===== config.mk =====
export PLATFORM = sky130hd
export DESIGN_NAME = fs_serial_ctrl_flat
export DESIGN_NICKNAME = d
export VERILOG_FILES = /design/src/rtl/fs_serial_ctrl_if.sv /design/src/rtl/fs_serial_ctrl.sv /design/src/flat_wrapper.sv
export SDC_FILE = /design/constraint.sdc
export NUM_CORES = 1
export LEC_CHECK = 0
export CORE_MARGIN = 8
export CORE_UTILIZATION = 54
export DETAILED_ROUTE_END_ITERATION = 7
export PLACE_DENSITY_LB_ADDON = 0.15
export REMOVE_ABC_BUFFERS = 1
export SYNTH_ARGS = -nofsm -noshare
export SYNTH_HDL_FRONTEND = slang
export SYNTH_SLANG_ARGS = --single-unit

===== constraint.sdc =====
create_clock -name clk -period 3.2 [get_ports clk]
set_input_delay 0.32 -clock clk [delete_from_list [all_inputs] [get_ports clk]]
set_output_delay 0.32 -clock clk [all_outputs]
set_load 0.05 [all_outputs]

===== src/rtl/fs_serial_ctrl_if.sv =====
// rtl/fs_serial_ctrl_if.sv - request/result and full-subtractor cell signals of fs_serial_ctrl
interface fs_serial_ctrl_if #(
  parameter int WIDTH = 8
);
  logic             start;
  logic [WIDTH-1:0] a_in;
  logic [WIDTH-1:0] b_in;
  logic             bin;
  logic             fs_a;
  logic             fs_b;
  logic             fs_c;
  logic             fs_d;
  logic             fs_br;
  logic             busy;
  logic             done;
  logic [WIDTH-1:0] diff;
  logic             bout;

  // master: requester that also hosts the external full-subtractor cell
  modport master (
    output start, a_in, b_in, bin, fs_d, fs_br,
    input  fs_a, fs_b, fs_c, busy, done, diff, bout
  );

  modport slave (
    input  start, a_in, b_in, bin, fs_d, fs_br,
    output fs_a, fs_b, fs_c, busy, done, diff, bout
  );
endinterface


===== src/rtl/fs_serial_ctrl.sv =====
// rtl/fs_serial_ctrl.sv - bit-serial subtractor driving an external full-subtractor cell, LSB first
module fs_serial_ctrl #(
  parameter int WIDTH = 8
) (
  input logic          clk,
  input logic          rst_n,
  fs_serial_ctrl_if.slave bus
);
  localparam int CW = $clog2(WIDTH);

  typedef enum logic [1:0] {
    IDLE = 2'd0,
    RUN  = 2'd1,
    DONE = 2'd2
  } state_e;

  state_e           state_q, state_d;
  logic [WIDTH-1:0] a_sh_q, a_sh_d;
  logic [WIDTH-1:0] b_sh_q, b_sh_d;
  logic [WIDTH-1:0] d_sh_q, d_sh_d;
  logic [WIDTH-1:0] diff_q, diff_d;
  logic [CW-1:0]    cnt_q, cnt_d;
  logic             borrow_q, borrow_d;
  logic             bout_q, bout_d;
  logic             busy_q, busy_d;
  logic             done_q, done_d;
  logic             fs_a, fs_b, fs_c;
  logic             last_bit;
  logic [WIDTH-1:0] d_shifted;

  assign last_bit  = (cnt_q == CW'(WIDTH - 1));
  assign d_shifted = {bus.fs_d, d_sh_q[WIDTH-1:1]};

  always_ff @(posedge clk or negedge rst_n) begin
    if (!rst_n) begin
      state_q <= IDLE;
    end else begin
      state_q <= state_d;
    end
  end

  always_comb begin
    state_d = state_q;
    case (state_q)
      IDLE:    if (bus.start) state_d = RUN;
      RUN:     if (last_bit) state_d = DONE;
      DONE:    state_d = IDLE;
      default: state_d = IDLE;
    endcase
  end

  // busy/done are registered from the current state, so they trail it by one cycle
  always_comb begin
    busy_d = (state_q == RUN);
    done_d = (state_q == DONE);
    fs_a   = 1'b0;
    fs_b   = 1'b0;
    fs_c   = 1'b0;
    if (state_q == RUN) begin
      fs_a = a_sh_q[0];
      fs_b = b_sh_q[0];
      fs_c = borrow_q;
    end
  end

  always_comb begin
    a_sh_d   = a_sh_q;
    b_sh_d   = b_sh_q;
    d_sh_d   = d_sh_q;
    diff_d   = diff_q;
    bout_d   = bout_q;
    borrow_d = borrow_q;
    cnt_d    = cnt_q;
    if (state_q == IDLE && bus.start) begin
      a_sh_d   = bus.a_in;
      b_sh_d   = bus.b_in;
      borrow_d = bus.bin;
      cnt_d    = '0;
    end else if (state_q == RUN) begin
      a_sh_d   = a_sh_q >> 1;
      b_sh_d   = b_sh_q >> 1;
      d_sh_d   = d_shifted;
      borrow_d = bus.fs_br;
      cnt_d    = cnt_q + CW'(1);
      if (last_bit) begin
        diff_d = d_shifted;
        bout_d = bus.fs_br;
        cnt_d  = '0;
      end
    end
  end

  always_ff @(posedge clk or negedge rst_n) begin
    if (!rst_n) begin
      a_sh_q   <= '0;
      b_sh_q   <= '0;
      d_sh_q   <= '0;
      diff_q   <= '0;
      cnt_q    <= '0;
      borrow_q <= 1'b0;
      bout_q   <= 1'b0;
      busy_q   <= 1'b0;
      done_q   <= 1'b0;
    end else begin
      a_sh_q   <= a_sh_d;
      b_sh_q   <= b_sh_d;
      d_sh_q   <= d_sh_d;
      diff_q   <= diff_d;
      cnt_q    <= cnt_d;
      borrow_q <= borrow_d;
      bout_q   <= bout_d;
      busy_q   <= busy_d;
      done_q   <= done_d;
    end
  end

  assign bus.fs_a = fs_a;
  assign bus.fs_b = fs_b;
  assign bus.fs_c = fs_c;
  assign bus.busy = busy_q;
  assign bus.done = done_q;
  assign bus.diff = diff_q;
  assign bus.bout = bout_q;
endmodule


===== src/flat_wrapper.sv =====
// flat-port wrapper written by rule: the top's interface ports become plain ports
module fs_serial_ctrl_flat 
#(
  parameter int WIDTH = 8
)
  (clk, rst_n, bus_start, bus_a_in, bus_b_in, bus_bin, bus_fs_d, bus_fs_br, bus_fs_a, bus_fs_b, bus_fs_c, bus_busy, bus_done, bus_diff, bus_bout);
  fs_serial_ctrl_if #(.WIDTH(WIDTH)) bus_i ();
  input logic clk;
  input logic rst_n;
  input wire logic [$bits(bus_i.start)-1:0] bus_start;
  input wire logic [$bits(bus_i.a_in)-1:0] bus_a_in;
  input wire logic [$bits(bus_i.b_in)-1:0] bus_b_in;
  input wire logic [$bits(bus_i.bin)-1:0] bus_bin;
  input wire logic [$bits(bus_i.fs_d)-1:0] bus_fs_d;
  input wire logic [$bits(bus_i.fs_br)-1:0] bus_fs_br;
  output wire logic [$bits(bus_i.fs_a)-1:0] bus_fs_a;
  output wire logic [$bits(bus_i.fs_b)-1:0] bus_fs_b;
  output wire logic [$bits(bus_i.fs_c)-1:0] bus_fs_c;
  output wire logic [$bits(bus_i.busy)-1:0] bus_busy;
  output wire logic [$bits(bus_i.done)-1:0] bus_done;
  output wire logic [$bits(bus_i.diff)-1:0] bus_diff;
  output wire logic [$bits(bus_i.bout)-1:0] bus_bout;
  assign bus_i.start = bus_start;
  assign bus_i.a_in = bus_a_in;
  assign bus_i.b_in = bus_b_in;
  assign bus_i.bin = bus_bin;
  assign bus_i.fs_d = bus_fs_d;
  assign bus_i.fs_br = bus_fs_br;
  assign bus_fs_a = bus_i.fs_a;
  assign bus_fs_b = bus_i.fs_b;
  assign bus_fs_c = bus_i.fs_c;
  assign bus_busy = bus_i.busy;
  assign bus_done = bus_i.done;
  assign bus_diff = bus_i.diff;
  assign bus_bout = bus_i.bout;
  fs_serial_ctrl #(.WIDTH(WIDTH)) u_core (.clk(clk), .rst_n(rst_n), .bus(bus_i));
endmodule

==> summary.txt <==
Routing
  • DR pass1 iterations: 5
  • Iteration-0 DRC Markers: 112
  • DRC violations left: 0
  • Average wire per standard cell: 15.82 µm
  • Vias: 1222
  • Via density: 5.505
  • ANT nets after route: 0
  • DRT Wirelength: 3.511 mm

STA
  • Final hold vios: 0
  • Peak Freq: 363.7 MHz
  • Worst slew margin: 41.59%
  • Setup TNS: 0 ns
  • Clk_skew: 0.006935 ns
  • Actual slew at the worst max-slew pin: 0.8762 ns
  • RSZ-0062 raised after global routing: no
  • Final Cycle Share: 85.91%
  • Minimum clock period: 2.749 ns
  • Setup-failing EPs final: 0
  • Max Slew Vio Count: 0

Yosys
  • Yosys top cell area share: 55.67%
  • Post-Syn Area: 1798 µm²
  • #FFs+latches synth: 40
  • Synth top area cells: dfrtp_1, mux2_4, a222oi_1
  • Syn_area_per_cell: 12.57 µm²
  • Top cell type by total area after synthesis: dfrtp_1
  • Number of distinct library cells after synthesis: 26
  • YS warnings: 0
  • Most common cell in the netlist: dfrtp_1
  • Async SR Flop Fraction: 100.0%
  • Seq/Total Area, Yosys: 55.67%
  • Post-synth EDFFs: 0
  • Gate count after technology mapping: 143
  • Dominant synthesized flop cell: dfrtp_1
  • Commonest cells post-synth: dfrtp_1, inv_1, nor2_1, mux2_4, a222oi_1

Die
  • Die Area: 5432 µm²
  • Total core area: 3258 µm²
  • Starting Density: 55.18%
  • Horiz. Die Dim: 73.70 µm
  • Number of placement rows: 21
  • Die H: 73.70 µm
  • Boundary Pins: 36

GRT
  • Vias in the first global route: 1290
  • Pin count of the biggest net entering global routing: 41
  • First-pass GRT wire length: 5.927 mm
  • Grt ovf: 0
  • Initial antenna violation count: 0
  • All-Layer GR Usage: 14.01%

Final layout
  • N_diodes: 0
  • P&R area growth vs syn: 23.10%
  • Final #Nets: 199
  • Layout cells sized above 1: 15.91%
  • Multi-input logic area: 646.9 µm²
  • Sequential cell area: 1001 µm²
  • Filler cells: 281

Clock tree
  • Root buffer cell: clkbuf_4
  • Clock Latency Late Sink: 0.34 ns
  • Clock sink count: 40
  • Clk buf depth: 2
  • Htree depth: 2
  • Post-CTS Hold Buffers: 0
  • CTS clock-pin slew for the worst setup and hold paths: 0.12 ns
  • CTS tree: built
  • Post-cts sizing count: 0
  • CTS Buf Count: 5
  • Setup Fix Bufs, Post-CTS: 0

Setup path
  • CP required: 2.88 ns
  • CP max FO: 22
  • Critical Path AT: 2.43 ns
  • Setup crit end kind: output port
  • CP Class: reg -> out
  • Worst setup SP type: register

Min path
  • Worst hold path class: in -> async

Placed design
  • GP Congestion: 0.6892
  • Port Buffers: 35
  • Hpwl dp: 2.424 mm

Status
  • Outcome: finished, final reports clean

Power
  • Static leakage: 1.009 nW
  • PwrDens: 1058 nW/µm²
  • Maximum vdd ir drop: 478.3 µV
  • Total power: 2.342 mW

Run
  • MaxCap Viol Count: 0
## cells by family (layout without fill, tap and decap cells)
kind of cell,Yosys count,after routing,share of synthesized area (%)
flops,40,40,55.67
mux,16,16,11.90
fa+ha+maj,2,2,1.392
compound gates,22,22,10.79
simple gates,32,32,11.90
buf+inv,31,64,8.350
## report_power, final
part | switching [mW] | total, mW | internal, mW
Clock | 0.160 | 0.324 | 0.164
Combinational | 0.627 | 1.14 | 0.512
Sequential | 0.141 | 0.879 | 0.738
Total | 0.928 | 2.34 | 1.41
## state kept, by name, summed over array words and instances (netlist names)
signal	count
u_core.d_sh_q	7
u_core.borrow_q	1
u_core.state_q	2
u_core.b_sh_q	8
u_core.bus.busy	1
u_core.bus.diff	8
u_core.bus.done	1
u_core.a_sh_q	8
u_core.bus.bout	1
u_core.cnt_q	3
## worst paths after layout
path                                          startpoint                              to  slack [ns]  depth (start not counted)
min                                                rst_n    u_core.b_sh_q[0]$_DFFE_PN0P_        0.08                          1
min in group clk            u_core.a_sh_q[7]$_DFFE_PN0P_    u_core.a_sh_q[7]$_DFFE_PN0P_        0.52                          1
max in group asynchronous                          rst_n  u_core.bus.diff[6]$_DFFE_PN0P_        2.57                          1
max                        u_core.state_q[0]$_DFFE_PN0P_                        bus_fs_a        0.45                          3
min reg2reg                 u_core.a_sh_q[7]$_DFFE_PN0P_    u_core.a_sh_q[7]$_DFFE_PN0P_        0.52                          1
max reg2reg                u_core.state_q[0]$_DFFE_PN0P_  u_core.bus.diff[7]$_DFFE_PN0P_        1.23                          2
## stage by stage
| step | utilization [%] | std cells | instance area [µm²] | worst slack [ns] | hold WS (ns) |
|---|---|---|---|---|---|
| after floorplan | - | 131 | 1719 | 1.372 | 0.02441 |
| after global placement | 65.59 | 214 | 2137 | 0.8591 | 0.4714 |
| after detailed placement | 65.59 | 214 | 2137 | 0.8189 | 0.4804 |
| after CTS | 67.93 | 222 | 2213 | 0.4281 | 0.1039 |
| after global routing | 67.93 | 222 | 2213 | 0.2772 | 0.1376 |
| final | 67.93 | 222 | 2213 | 0.4508 | 0.08290 |
## area by class of cell
type | count | area share [%]
Inverter | 19 | 3.222
Clock inverter | 2 | 1.583
Clock buffer | 6 | 1.865
Tap cell | 46 | 2.600
Sequential cell | 40 | 45.22
Timing Repair Buffer | 37 | 16.28
Multi-Input combinational cell | 72 | 29.23
## cell usage in the layout (no fill, tap or decap), types with 2 or more instances in the layout
cell / netlist / layout
nor3b_1: 7 / 7
nor2_1: 10 / 10
a211oi_1: 7 / 7
ha_1: 2 / 2
mux2_2: 7 / 7
a22o_1: 3 / 3
nor4b_1: 7 / 7
dfrtp_1: 40 / 40
clkdlybuf4s50_1: 0 / 34
mux2_4: 9 / 9
clkbuf_4: 0 / 5
buf_4: 3 / 2
and2_1: 3 / 3
a222oi_1: 8 / 8
inv_1: 19 / 19
## critical path, cell delays in order (launching register included)
cell             delay, ns
dfrtp_1               0.73
nor2b_4               0.39
and2_1                0.17
clkdlybuf4s50_1       0.80
## routing by layer
| layer | vias up | GRT usage, % | routed length, µm |
|---|---|---|---|
| met1 | 616 | 16.25 | 1456 |
| met4 | 0 | 4.656 | 42 |
| met2 | 31 | 23.03 | 1792 |
| met3 | 6 | 5.321 | 219 |
| met5 | - | 0 | 0 |
| li1 | 569 | - | - |
Power figures use the tool's default switching activity.
